`config.mk`:
```
export PLATFORM = sky130hd
export DESIGN_NAME = memory_write_arbiter_flat
export DESIGN_NICKNAME = d
export VERILOG_FILES = /design/src/rtl/memory_write_arbiter_pkg.sv /design/src/rtl/memory_write_arbiter_if.sv /design/src/rtl/memory_write_arbiter_rr.sv /design/src/rtl/memory_write_arbiter.sv /design/src/flat_wrapper.sv
export SDC_FILE = /design/constraint.sdc
export NUM_CORES = 1
export LEC_CHECK = 0
export CORE_MARGIN = 2
export CORE_UTILIZATION = 50
export DETAILED_ROUTE_END_ITERATION = 10
export PLACE_DENSITY = 0.77
export SLEW_MARGIN = 30
export SYNTH_ARGS = -nofsm -noshare
export SYNTH_HDL_FRONTEND = slang
export SYNTH_SLANG_ARGS = --single-unit
```
`constraint.sdc`:
```
create_clock -name clock -period 16.3 [get_ports clock]
set_input_delay 4.075 -clock clock [delete_from_list [all_inputs] [get_ports clock]]
set_output_delay 4.075 -clock clock [all_outputs]
set_load 0.1 [all_outputs]
```
`src/rtl/memory_write_arbiter_pkg.sv`:
```
// Shared types and width helpers for the memory write arbiter.
// FSM state encoding, default parameter values, grant width.
package memory_write_arbiter_pkg;

  localparam int DEF_NREQ       = 4;
  localparam int DEF_ADDR_WIDTH = 32;
  localparam int DEF_LEN_WIDTH  = 32;
  localparam int GRANT_WIDTH    = $clog2(DEF_NREQ);

  typedef enum logic [1:0] {
    IDLE  = 2'd0,
    ISSUE = 2'd1,
    WAIT  = 2'd2
  } state_t;

  function automatic int grant_width(input int n);
    return (n < 2) ? 1 : $clog2(n);
  endfunction

endpackage

```
`src/rtl/memory_write_arbiter_if.sv`:
```
// Requester and engine side bundle of the memory write arbiter.
// slave: arbiter view; master: requesters + engine view.
interface memory_write_arbiter_if
  import memory_write_arbiter_pkg::*;
#(
  parameter int NREQ       = DEF_NREQ,
  parameter int ADDR_WIDTH = DEF_ADDR_WIDTH,
  parameter int LEN_WIDTH  = DEF_LEN_WIDTH
);

  localparam int GW = grant_width(NREQ);

  logic [NREQ*ADDR_WIDTH-1:0] req_addr;
  logic [NREQ*LEN_WIDTH-1:0]  req_len;
  logic [NREQ-1:0]            req_start;
  logic [NREQ-1:0]            req_busy;
  logic [NREQ-1:0]            req_done;
  logic [NREQ-1:0]            req_error;

  logic [ADDR_WIDTH-1:0]      m_addr;
  logic [LEN_WIDTH-1:0]       m_len;
  logic                       m_start;
  logic                       m_busy;
  logic                       m_done;
  logic                       m_error;

  logic [GW-1:0]              grant;
  logic                       grant_valid;
  logic                       proto_err;

  modport slave (
    input  req_addr, req_len, req_start,
    input  m_busy, m_done, m_error,
    output req_busy, req_done, req_error,
    output m_addr, m_len, m_start,
    output grant, grant_valid, proto_err
  );

  modport master (
    output req_addr, req_len, req_start,
    output m_busy, m_done, m_error,
    input  req_busy, req_done, req_error,
    input  m_addr, m_len, m_start,
    input  grant, grant_valid, proto_err
  );

endinterface

```
`src/rtl/memory_write_arbiter_rr.sv`:
```
// Combinational round-robin picker: pending vector + last grant
// in, winner index + any out; search starts at last + 1.
module rr_arbiter
  import memory_write_arbiter_pkg::*;
#(
  parameter  int NREQ = DEF_NREQ,
  localparam int GW   = grant_width(NREQ)
) (
  input  logic [NREQ-1:0] pending,
  input  logic [GW-1:0]   last,
  output logic [GW-1:0]   winner,
  output logic            any
);

  // One spare bit so last + k never overflows before the wrap.
  localparam int SW = GW + 1;

  logic [SW-1:0] idx;

  // Walk from farthest to nearest; the nearest hit wins.
  always_comb begin
    winner = '0;
    any    = 1'b0;
    idx    = '0;
    for (int k = NREQ; k >= 1; k--) begin
      idx = {1'b0, last} + SW'(k);
      if (idx >= SW'(NREQ)) begin
        idx = idx - SW'(NREQ);
      end
      if (pending[idx[GW-1:0]]) begin
        winner = idx[GW-1:0];
        any    = 1'b1;
      end
    end
  end

endmodule

```
`src/rtl/memory_write_arbiter.sv`:
```
// Shares one write engine among NREQ requesters, round-robin.
// Ports: clock, reset (async high), bus (slave modport).
module memory_write_arbiter
  import memory_write_arbiter_pkg::*;
#(
  parameter int NREQ       = DEF_NREQ,
  parameter int ADDR_WIDTH = DEF_ADDR_WIDTH,
  parameter int LEN_WIDTH  = DEF_LEN_WIDTH
) (
  input logic                   clock,
  input logic                   reset,
  memory_write_arbiter_if.slave bus
);

  localparam int GW = grant_width(NREQ);

  state_t                state_q, state_d;

  logic [NREQ-1:0]       pending_q, busy_q;
  logic [NREQ-1:0]       accept, clr_pend, clr_busy;
  logic [NREQ-1:0]       grant_oh;
  logic [ADDR_WIDTH-1:0] addr_rf [NREQ];
  logic [LEN_WIDTH-1:0]  len_rf  [NREQ];

  logic [GW-1:0]         grant_q, grant_d;
  logic [GW-1:0]         last_q, last_d;
  logic [GW-1:0]         winner;
  logic                  any;

  logic                  gv_q, gv_d;
  logic                  start_q, start_d;
  logic [ADDR_WIDTH-1:0] m_addr_q, m_addr_d;
  logic [LEN_WIDTH-1:0]  m_len_q, m_len_d;
  logic [NREQ-1:0]       done_q, done_d;
  logic [NREQ-1:0]       err_q, err_d;

  logic                  perr_q;
  logic                  bad_done, bad_start;

  assign accept    = bus.req_start & ~busy_q;
  assign bad_start = |(bus.req_start & busy_q);
  assign grant_oh  = {{(NREQ-1){1'b0}}, 1'b1} << grant_q;

  rr_arbiter #(
    .NREQ (NREQ)
  ) u_rr (
    .pending (pending_q),
    .last    (last_q),
    .winner  (winner),
    .any     (any)
  );

  always_comb begin
    state_d  = state_q;
    grant_d  = grant_q;
    last_d   = last_q;
    gv_d     = gv_q;
    m_addr_d = m_addr_q;
    m_len_d  = m_len_q;
    start_d  = 1'b0;
    done_d   = '0;
    err_d    = '0;
    clr_pend = '0;
    clr_busy = '0;
    bad_done = 1'b0;
    unique case (state_q)
      IDLE: begin
        bad_done = bus.m_done;
        // Hold off one cycle after a completion so the
        // engine's busy settles and the owner can re-request.
        if (any && !bus.m_busy && !(|done_q)) begin
          state_d  = ISSUE;
          grant_d  = winner;
          last_d   = winner;
          gv_d     = 1'b1;
          m_addr_d = addr_rf[winner];
          m_len_d  = len_rf[winner];
          start_d  = 1'b1;
        end
      end
      ISSUE: begin
        bad_done = bus.m_done;
        clr_pend = grant_oh;
        state_d  = WAIT;
      end
      WAIT: begin
        if (bus.m_done) begin
          done_d   = grant_oh;
          err_d    = bus.m_error ? grant_oh : '0;
          clr_busy = grant_oh;
          gv_d     = 1'b0;
          state_d  = IDLE;
        end
      end
      default: begin
        state_d = IDLE;
      end
    endcase
  end

  always_ff @(posedge clock or posedge reset) begin
    if (reset) begin
      state_q  <= IDLE;
      grant_q  <= '0;
      last_q   <= GW'(NREQ - 1);
      gv_q     <= 1'b0;
      start_q  <= 1'b0;
      m_addr_q <= '0;
      m_len_q  <= '0;
      done_q   <= '0;
      err_q    <= '0;
    end else begin
      state_q  <= state_d;
      grant_q  <= grant_d;
      last_q   <= last_d;
      gv_q     <= gv_d;
      start_q  <= start_d;
      m_addr_q <= m_addr_d;
      m_len_q  <= m_len_d;
      done_q   <= done_d;
      err_q    <= err_d;
    end
  end

  always_ff @(posedge clock or posedge reset) begin
    if (reset) begin
      pending_q <= '0;
      busy_q    <= '0;
      perr_q    <= 1'b0;
      for (int i = 0; i < NREQ; i++) begin
        addr_rf[i] <= '0;
        len_rf[i]  <= '0;
      end
    end else begin
      pending_q <= (pending_q & ~clr_pend) | accept;
      busy_q    <= (busy_q & ~clr_busy) | accept;
      perr_q    <= perr_q | bad_start | bad_done;
      for (int i = 0; i < NREQ; i++) begin
        if (accept[i]) begin
          addr_rf[i] <=
            bus.req_addr[i*ADDR_WIDTH +: ADDR_WIDTH];
          len_rf[i]  <=
            bus.req_len[i*LEN_WIDTH +: LEN_WIDTH];
        end
      end
    end
  end

  assign bus.req_busy    = busy_q;
  assign bus.req_done    = done_q;
  assign bus.req_error   = err_q;
  assign bus.m_addr      = m_addr_q;
  assign bus.m_len       = m_len_q;
  assign bus.m_start     = start_q;
  assign bus.grant       = grant_q;
  assign bus.grant_valid = gv_q;
  assign bus.proto_err   = perr_q;

endmodule
```
`src/flat_wrapper.sv`:
```
// flat-port wrapper written by rule: the top's interface ports become plain ports
module memory_write_arbiter_flat import memory_write_arbiter_pkg::*;
#(
  parameter int NREQ       = DEF_NREQ,
  parameter int ADDR_WIDTH = DEF_ADDR_WIDTH,
  parameter int LEN_WIDTH  = DEF_LEN_WIDTH
)
  (clock, reset, bus_req_addr, bus_req_len, bus_req_start, bus_m_busy, bus_m_done, bus_m_error, bus_req_busy, bus_req_done, bus_req_error, bus_m_addr, bus_m_len, bus_m_start, bus_grant, bus_grant_valid, bus_proto_err);
  memory_write_arbiter_if #(.NREQ(NREQ), .ADDR_WIDTH(ADDR_WIDTH), .LEN_WIDTH(LEN_WIDTH)) bus_i ();
  input logic clock;
  input logic reset;
  input wire logic [$bits(bus_i.req_addr)-1:0] bus_req_addr;
  input wire logic [$bits(bus_i.req_len)-1:0] bus_req_len;
  input wire logic [$bits(bus_i.req_start)-1:0] bus_req_start;
  input wire logic [$bits(bus_i.m_busy)-1:0] bus_m_busy;
  input wire logic [$bits(bus_i.m_done)-1:0] bus_m_done;
  input wire logic [$bits(bus_i.m_error)-1:0] bus_m_error;
  output wire logic [$bits(bus_i.req_busy)-1:0] bus_req_busy;
  output wire logic [$bits(bus_i.req_done)-1:0] bus_req_done;
  output wire logic [$bits(bus_i.req_error)-1:0] bus_req_error;
  output wire logic [$bits(bus_i.m_addr)-1:0] bus_m_addr;
  output wire logic [$bits(bus_i.m_len)-1:0] bus_m_len;
  output wire logic [$bits(bus_i.m_start)-1:0] bus_m_start;
  output wire logic [$bits(bus_i.grant)-1:0] bus_grant;
  output wire logic [$bits(bus_i.grant_valid)-1:0] bus_grant_valid;
  output wire logic [$bits(bus_i.proto_err)-1:0] bus_proto_err;
  assign bus_i.req_addr = bus_req_addr;
  assign bus_i.req_len = bus_req_len;
  assign bus_i.req_start = bus_req_start;
  assign bus_i.m_busy = bus_m_busy;
  assign bus_i.m_done = bus_m_done;
  assign bus_i.m_error = bus_m_error;
  assign bus_req_busy = bus_i.req_busy;
  assign bus_req_done = bus_i.req_done;
  assign bus_req_error = bus_i.req_error;
  assign bus_m_addr = bus_i.m_addr;
  assign bus_m_len = bus_i.m_len;
  assign bus_m_start = bus_i.m_start;
  assign bus_grant = bus_i.grant;
  assign bus_grant_valid = bus_i.grant_valid;
  assign bus_proto_err = bus_i.proto_err;
  memory_write_arbiter #(.NREQ(NREQ), .ADDR_WIDTH(ADDR_WIDTH), .LEN_WIDTH(LEN_WIDTH)) u_core (.clock(clock), .reset(reset), .bus(bus_i));
endmodule
```
# ---- Word-level counts from Yosys, hierarchy flattened
# Index checks and enable logic that the tools add are counted.
# Widths: inputs -> output; s select.
dict set report op_classes {
  shifts 1
  eq_ne 4
  mux 41
  reduce_logical 12
  magnitude_cmp 9
  bitwise 12
  addsub 8
}
# operator n
set op_table {}
lappend op_table {{$bmux 32 s2} 2}
lappend op_table {{$mux 32} 4}
lappend op_table {{$mux 4} 6}
lappend op_table {{$mux 2} 10}
lappend op_table {{$and 4x4->4} 4}
lappend op_table {{$ge 3x3->1 const B} 5}
lappend op_table {{$mux 1} 13}
lappend op_table {{$lt 2x3->1 const B} 4}
lappend op_table {{$not 4->4} 3}
lappend op_table {{$bmux 1 s2} 4}
lappend op_table {{$or 4x4->4} 2}
lappend op_table {{$reduce_or 4->1} 2}
lappend op_table {{$sub 2x1->2 const B} 4}
lappend op_table {{$add 2x2->3 const B} 2}
lappend op_table {{$pmux 2 s3} 1}
lappend op_table {{$reduce_and 2->1} 2}
lappend op_table {{$shl 1x2->4 const A} 1}
lappend op_table {{$add 2x1->3 const B} 1}
lappend op_table {{$add 2x3->3 const B} 1}
lappend op_table {{$not 2->3} 1}
lappend op_table {{$reduce_and 3->1} 1}
lappend op_table {{$eq 2x1->1 const B} 1}
lappend op_table {{$eq 2x2->1 const B} 1}
lappend op_table {{$logic_and 1x1->1} 2}
lappend op_table {{8 further kinds} 10}
dict set report totals {
  word_cells 107
  register_bits 345
  inputBits 265
  output_inout_bits 81
}

# ---- Logic depth before layout (Yosys ltp)
dict set report depth {
  word_depth 13
  ltp_mapped 9
  ltp_nobuf 7
}

# ---- By module
# A second synthesis with hierarchy kept.
dict set report hier_totals {
  cells_unflattened 844
  area_unflattened_um2 14445.1
}
# module seq_area_each_um2 area_per_inst_um2 n_inst cells_per_inst
set by_module_without_submodules {}
lappend by_module_without_submodules {memory_write_arbiter 8635.8 14353.8 1 830}
lappend by_module_without_submodules {rr_arbiter 0.0 91.3 1 14}

# ---- Worst setup path before layout
# OpenSTA, ideal clock, no wires.
dict set report synth_timing {
  path_kind {input -> register}
  from {in bus_m_busy}
  to {reg u_core.m_len_q[10] (netlist: u_core.bus.m_len[10])}
  arrival_time_ps 5359
  setup_ps 142
  path_slack_ps 10800
  n_path_buf 2
  required_time_ps 16158
  stages 7
  cell_sequence {or3_1 a2111oi_4 nand2_1 buf_6 buf_6 a221oi_1 a211oi_1}
}
dict set report synth_via {
  elab_chain_len 4
}
# element line_no
set synth_rtl {}
lappend synth_rtl {{start: declaration} flat_wrapper.sv:15} ;# input wire logic [$bits(bus_i.m_busy)-1:0] bus_m_busy;
lappend synth_rtl {{$logic_not 1->1} memory_write_arbiter.sv:71} ;# if (any && !bus.m_busy && !(|done_q)) begin
lappend synth_rtl {{$logic_and 1x1->1 (2 in series)} memory_write_arbiter.sv:71}
lappend synth_rtl {{$reduce_and 2->1 (no source line)} -}
lappend synth_rtl {{end signal: assignment} memory_write_arbiter.sv:119} ;# m_len_q <= m_len_d;
lappend synth_rtl {{end: declaration} memory_write_arbiter.sv:33} ;# logic [LEN_WIDTH-1:0] m_len_q, m_len_d;
# No other way between the ends.
# A chain may end at the register's enable or synchronous reset.

# ---- Worst setup path in the final report
dict set report layout_timing {
  from {reg u_core.grant_q[1] (netlist: u_core.bus.grant[1])}
  to {out bus_grant[1]}
}
# element line_no
set layout_rtl {}
lappend layout_rtl {{start: declaration} memory_write_arbiter.sv:25} ;# logic [GW-1:0] grant_q, grant_d;
lappend layout_rtl {{start signal: assignment} memory_write_arbiter.sv:114} ;# grant_q <= grant_d;
lappend layout_rtl {{end: declaration} flat_wrapper.sv:24} ;# output wire logic [$bits(bus_i.grant)-1:0] bus_grant;
# No word-level cell between the ends.

==> results.yml <==
run_status:
  status: "complete, no violations"
grt:
  grt_use_met1_pct: 43.1
  grt_use_met2_pct: 48.9
  grt_pass1_vias: 13681
  gr-usage-all-layers_pct: 31.6
  grt_pass1_wl_um: 76200
  grt.busiest_layer: "met2"
  use_met3_pct: 6.08
  antenna_found_initial: 3
  maximum_number_of_pins_on_one_net_before_global_route_repair: 144
  gr-total-overflow: 0
min_path:
  worst_hold_path_type: "register to register"
  worstHoldEndpoint: "u_core.len_rf[50]$_DFFE_PP0P_"
  holdCritStartpoint: "u_core.len_rf[50]$_DFFE_PP0P_"
  holdPathStages: 2
clock_network:
  cts.sink_count: 345
  cts_setup_buffers: 0
  post_cts_repair_resize_count: 0
  max-clock-path-buffers: 3
  cts_tree: "built"
  cts_hold_buffers: 0
  cts_made_buffers: 38
  h-tree-depth: 2
  clockRootBuffer: "sky130_fd_sc_hd__clkbuf_16"
  cts.reportedPaths.clkPinSlew_ns: 0.06
  clock_insertion_delay_worst_skew_ns: 0.52
synthesis:
  cell_types_occupying_the_most_area_after_synthesis: "sky130_fd_sc_hd__dfrtp_1, sky130_fd_sc_hd__nand2_1, sky130_fd_sc_hd__a211oi_1"
  register_bit_count_reported_by_yosys: 345
  post-synth-top-area-cell: "sky130_fd_sc_hd__dfrtp_1"
  post_synth_instance_area_um2: 14900
  post-synth-top-count-cell: "sky130_fd_sc_hd__nand2_1"
  synth.lib_cells_used.distinct: 40
  number_of_warnings_printed_during_yosys_synthesis: 0
  syn_avg_cell_area_um2: 8.97
  synthCells: 1663
  syn-num-nets: 1928
  ys_async_sr_fraction_pct: 100
  ys_seq_area_share_pct: 57.9
  ys.flop_type: "sky130_fd_sc_hd__dfrtp_1"
  number_of_flops_mapped_to_enable_cells_by_yosys: 0
  synth_commonest_cells: "sky130_fd_sc_hd__nand2_1, sky130_fd_sc_hd__dfrtp_1, sky130_fd_sc_hd__a211oi_1"
  synthDominantCellAreaShare_pct: 57.5
floorplan:
  coreArea_um2: 29500
  die_width_um: 177
  core.rowCount: 63
  die_area_um2: 31200
  die_height_um: 177
  floorplan.initialDensity_pct: 50.6
  num_io_pins: 346
timing:
  slew_viol_final: 0
  setup_viol_count_final: 0
  setup_total_negative_slack_ns: 0
  tightest_slew_ns: 1.03
  max_freq_ghz: 0.159
  fin_worst_skew_ns: 0.0130
  finalWorstPathRequiredPeriod_ns: 6.30
  layout_worst_path_cycle_share_pct: 38.7
  fin_hold_viols: 0
  maxSlewHeadroom_pct: 30.8
  setup_slack_ns: 10.0
  hold_ws_ns: 0.464
  rsz0062_at_grt: "false"
worst_setup_path:
  path_delay_family: "buffers and inverters"
  worst-setup-path-type: "register to output port"
  list_of_cells_traversed_by_the_critical_path: "clkdlybuf4s50_1"
  regToRegSetupSlack_ns: 12.64
  timing.rr.start: "u_core.last_q[1]$_DFFE_PP1P_"
  crit_required_ns: 12.23
  timing.critical_path.arrival_ns: 2.23
  critPathSlowestCell: "sky130_fd_sc_hd__clkdlybuf4s50_1"
  worst-r2r-cell-count: 6
  path_max_fanout: 7
  regToRegEndpoint: "u_core.bus.m_len[23]$_DFFE_PP0P_"
  worstSetupStartpointType: "register"
  cp_slowest_stage_delay_ns: 1.20
  crit_path_end_kind: "output port"
  cp_num_buf_inv: 1
power_and_ir_drop:
  power.static_leakage_nw: 9.53
  peak_ir_drop_on_the_vdd_network_v: 0.000150
  power_density_nw_per_um2: 236
cells_and_area:
  final_layout_size_suffix_gt1_share_pct: 5.70
  final.fill_count: 2321
  utilization_pct: 67.6
  final_net_count: 2219
  area.growth.synth_to_final_pct: 33.5
route:
  drt-pass1-iter-count: 5
  post_drt_wl_per_cell_um: 20.8
  wirelength_um: 49400
  antenna_violating_nets_post_route: 0
  number_of_remaining_drc_errors: 0
  initialDrtViolationCount: 1226
  post_drt_via_cell_ratio: 5.69
  vias: 13497
placement:
  detailedPlacementHpwl_um: 30600
  dp_slack_ns: 9.78
  finalWeightedCongestion: 0.863
  io_buffer_count: 345
run:
  cap_violations: 0
## logic make-up after synthesis
kind of cell,synth area share (%)
AO/OA/AOI/OAI,12.0
buffers and inverters,4.35
flip-flops,57.9
multiplexers,2.28
AND/OR/NAND/NOR,23.5
## metal layers
| layer | part of all wire [%] | vias to the layer above |
|---|---|---|
| met3 | 9.2 | 138 |
| met5 | 0.055 | - |
| li1 | - | 6026 |
| met2 | 46 | 739 |
| met1 | 40 | 6590 |
| met4 | 4.5 | 4 |
## worst max path at each step
stage,start,end,slack [ns],cells after the start
after detailed placement,bus_m_busy,u_core.bus.m_len[12]$_DFFE_PP0P_,9.78,6
final,u_core.bus.grant[1]$_DFFE_PP0P_,bus_grant[1],10.0,1
after global routing,u_core.bus.grant[0]$_DFFE_PP0P_,bus_grant[0],9.96,1
after CTS,u_core.bus.grant[0]$_DFFE_PP0P_,bus_grant[0],9.98,1
after floorplan,reset,u_core.addr_rf[0]$_DFFE_PP0P_,2.66,1
after global placement,bus_m_busy,u_core.bus.m_addr[2]$_DFFE_PP0P_,9.80,6
## placed cells by master, fill, tap and decap left out, drive strengths merged, types with 34 or more instances in the layout
master         netlist  layout
nand2              753     753
dfrtp              343     343
clkdlybuf4s50        0     342
a211oi             126     126
nor2                73      73
clkbuf              72      64
o21ai               42      42
a21oi               36      36
inv                 36      35
and3                34      34
mux2i               34      34
## flip-flops by register name (all words and copies together) (netlist names)
signal                  cells
u_core.addr_rf            128
u_core.bus.grant            2
u_core.bus.grant_valid      1
u_core.bus.m_addr          32
u_core.bus.m_len           32
u_core.bus.m_start          1
u_core.bus.proto_err        1
u_core.bus.req_busy         4
u_core.bus.req_done         4
u_core.bus.req_error        4
u_core.last_q               2
u_core.len_rf             128
u_core.pending_q            4
u_core.state_q              2
## where the power goes
part | leakage, nW | internal (mW) | switching (mW) | total [mW]
combinational | 4.70 | 0.649 | 1.66 | 2.31
clock | 0.618 | 0.521 | 0.347 | 0.867
sequential | 4.20 | 1.27 | 0.248 | 1.52
total | 9.53 | 2.44 | 2.25 | 4.69
## cell type report
class / count / area (um^2) / share of cell area (%)
inverter: 37 / 151 / 0.760
multi-input combinational: 1168 / 5740 / 28.8
clock buffer: 64 / 1210 / 6.09
timing repair buffer: 364 / 3650 / 18.3
antenna: 1 / 2.50 / 0.0126
tap: 390 / 488 / 2.45
sequential: 345 / 8640 / 43.4
clock inverter: 4 / 45.0 / 0.226
## stage by stage
step                std cells  power (mW)  area [um^2]
detailed placement       2304        3.81        18600
global placement         2301        3.72        18600
finish                   2373        4.69        19900
floorplan                1663        3.13        14900
global route             2373        4.93        19900
CTS                      2372        4.68        19900
Note: power is estimated with default switching activity, not from simulation.
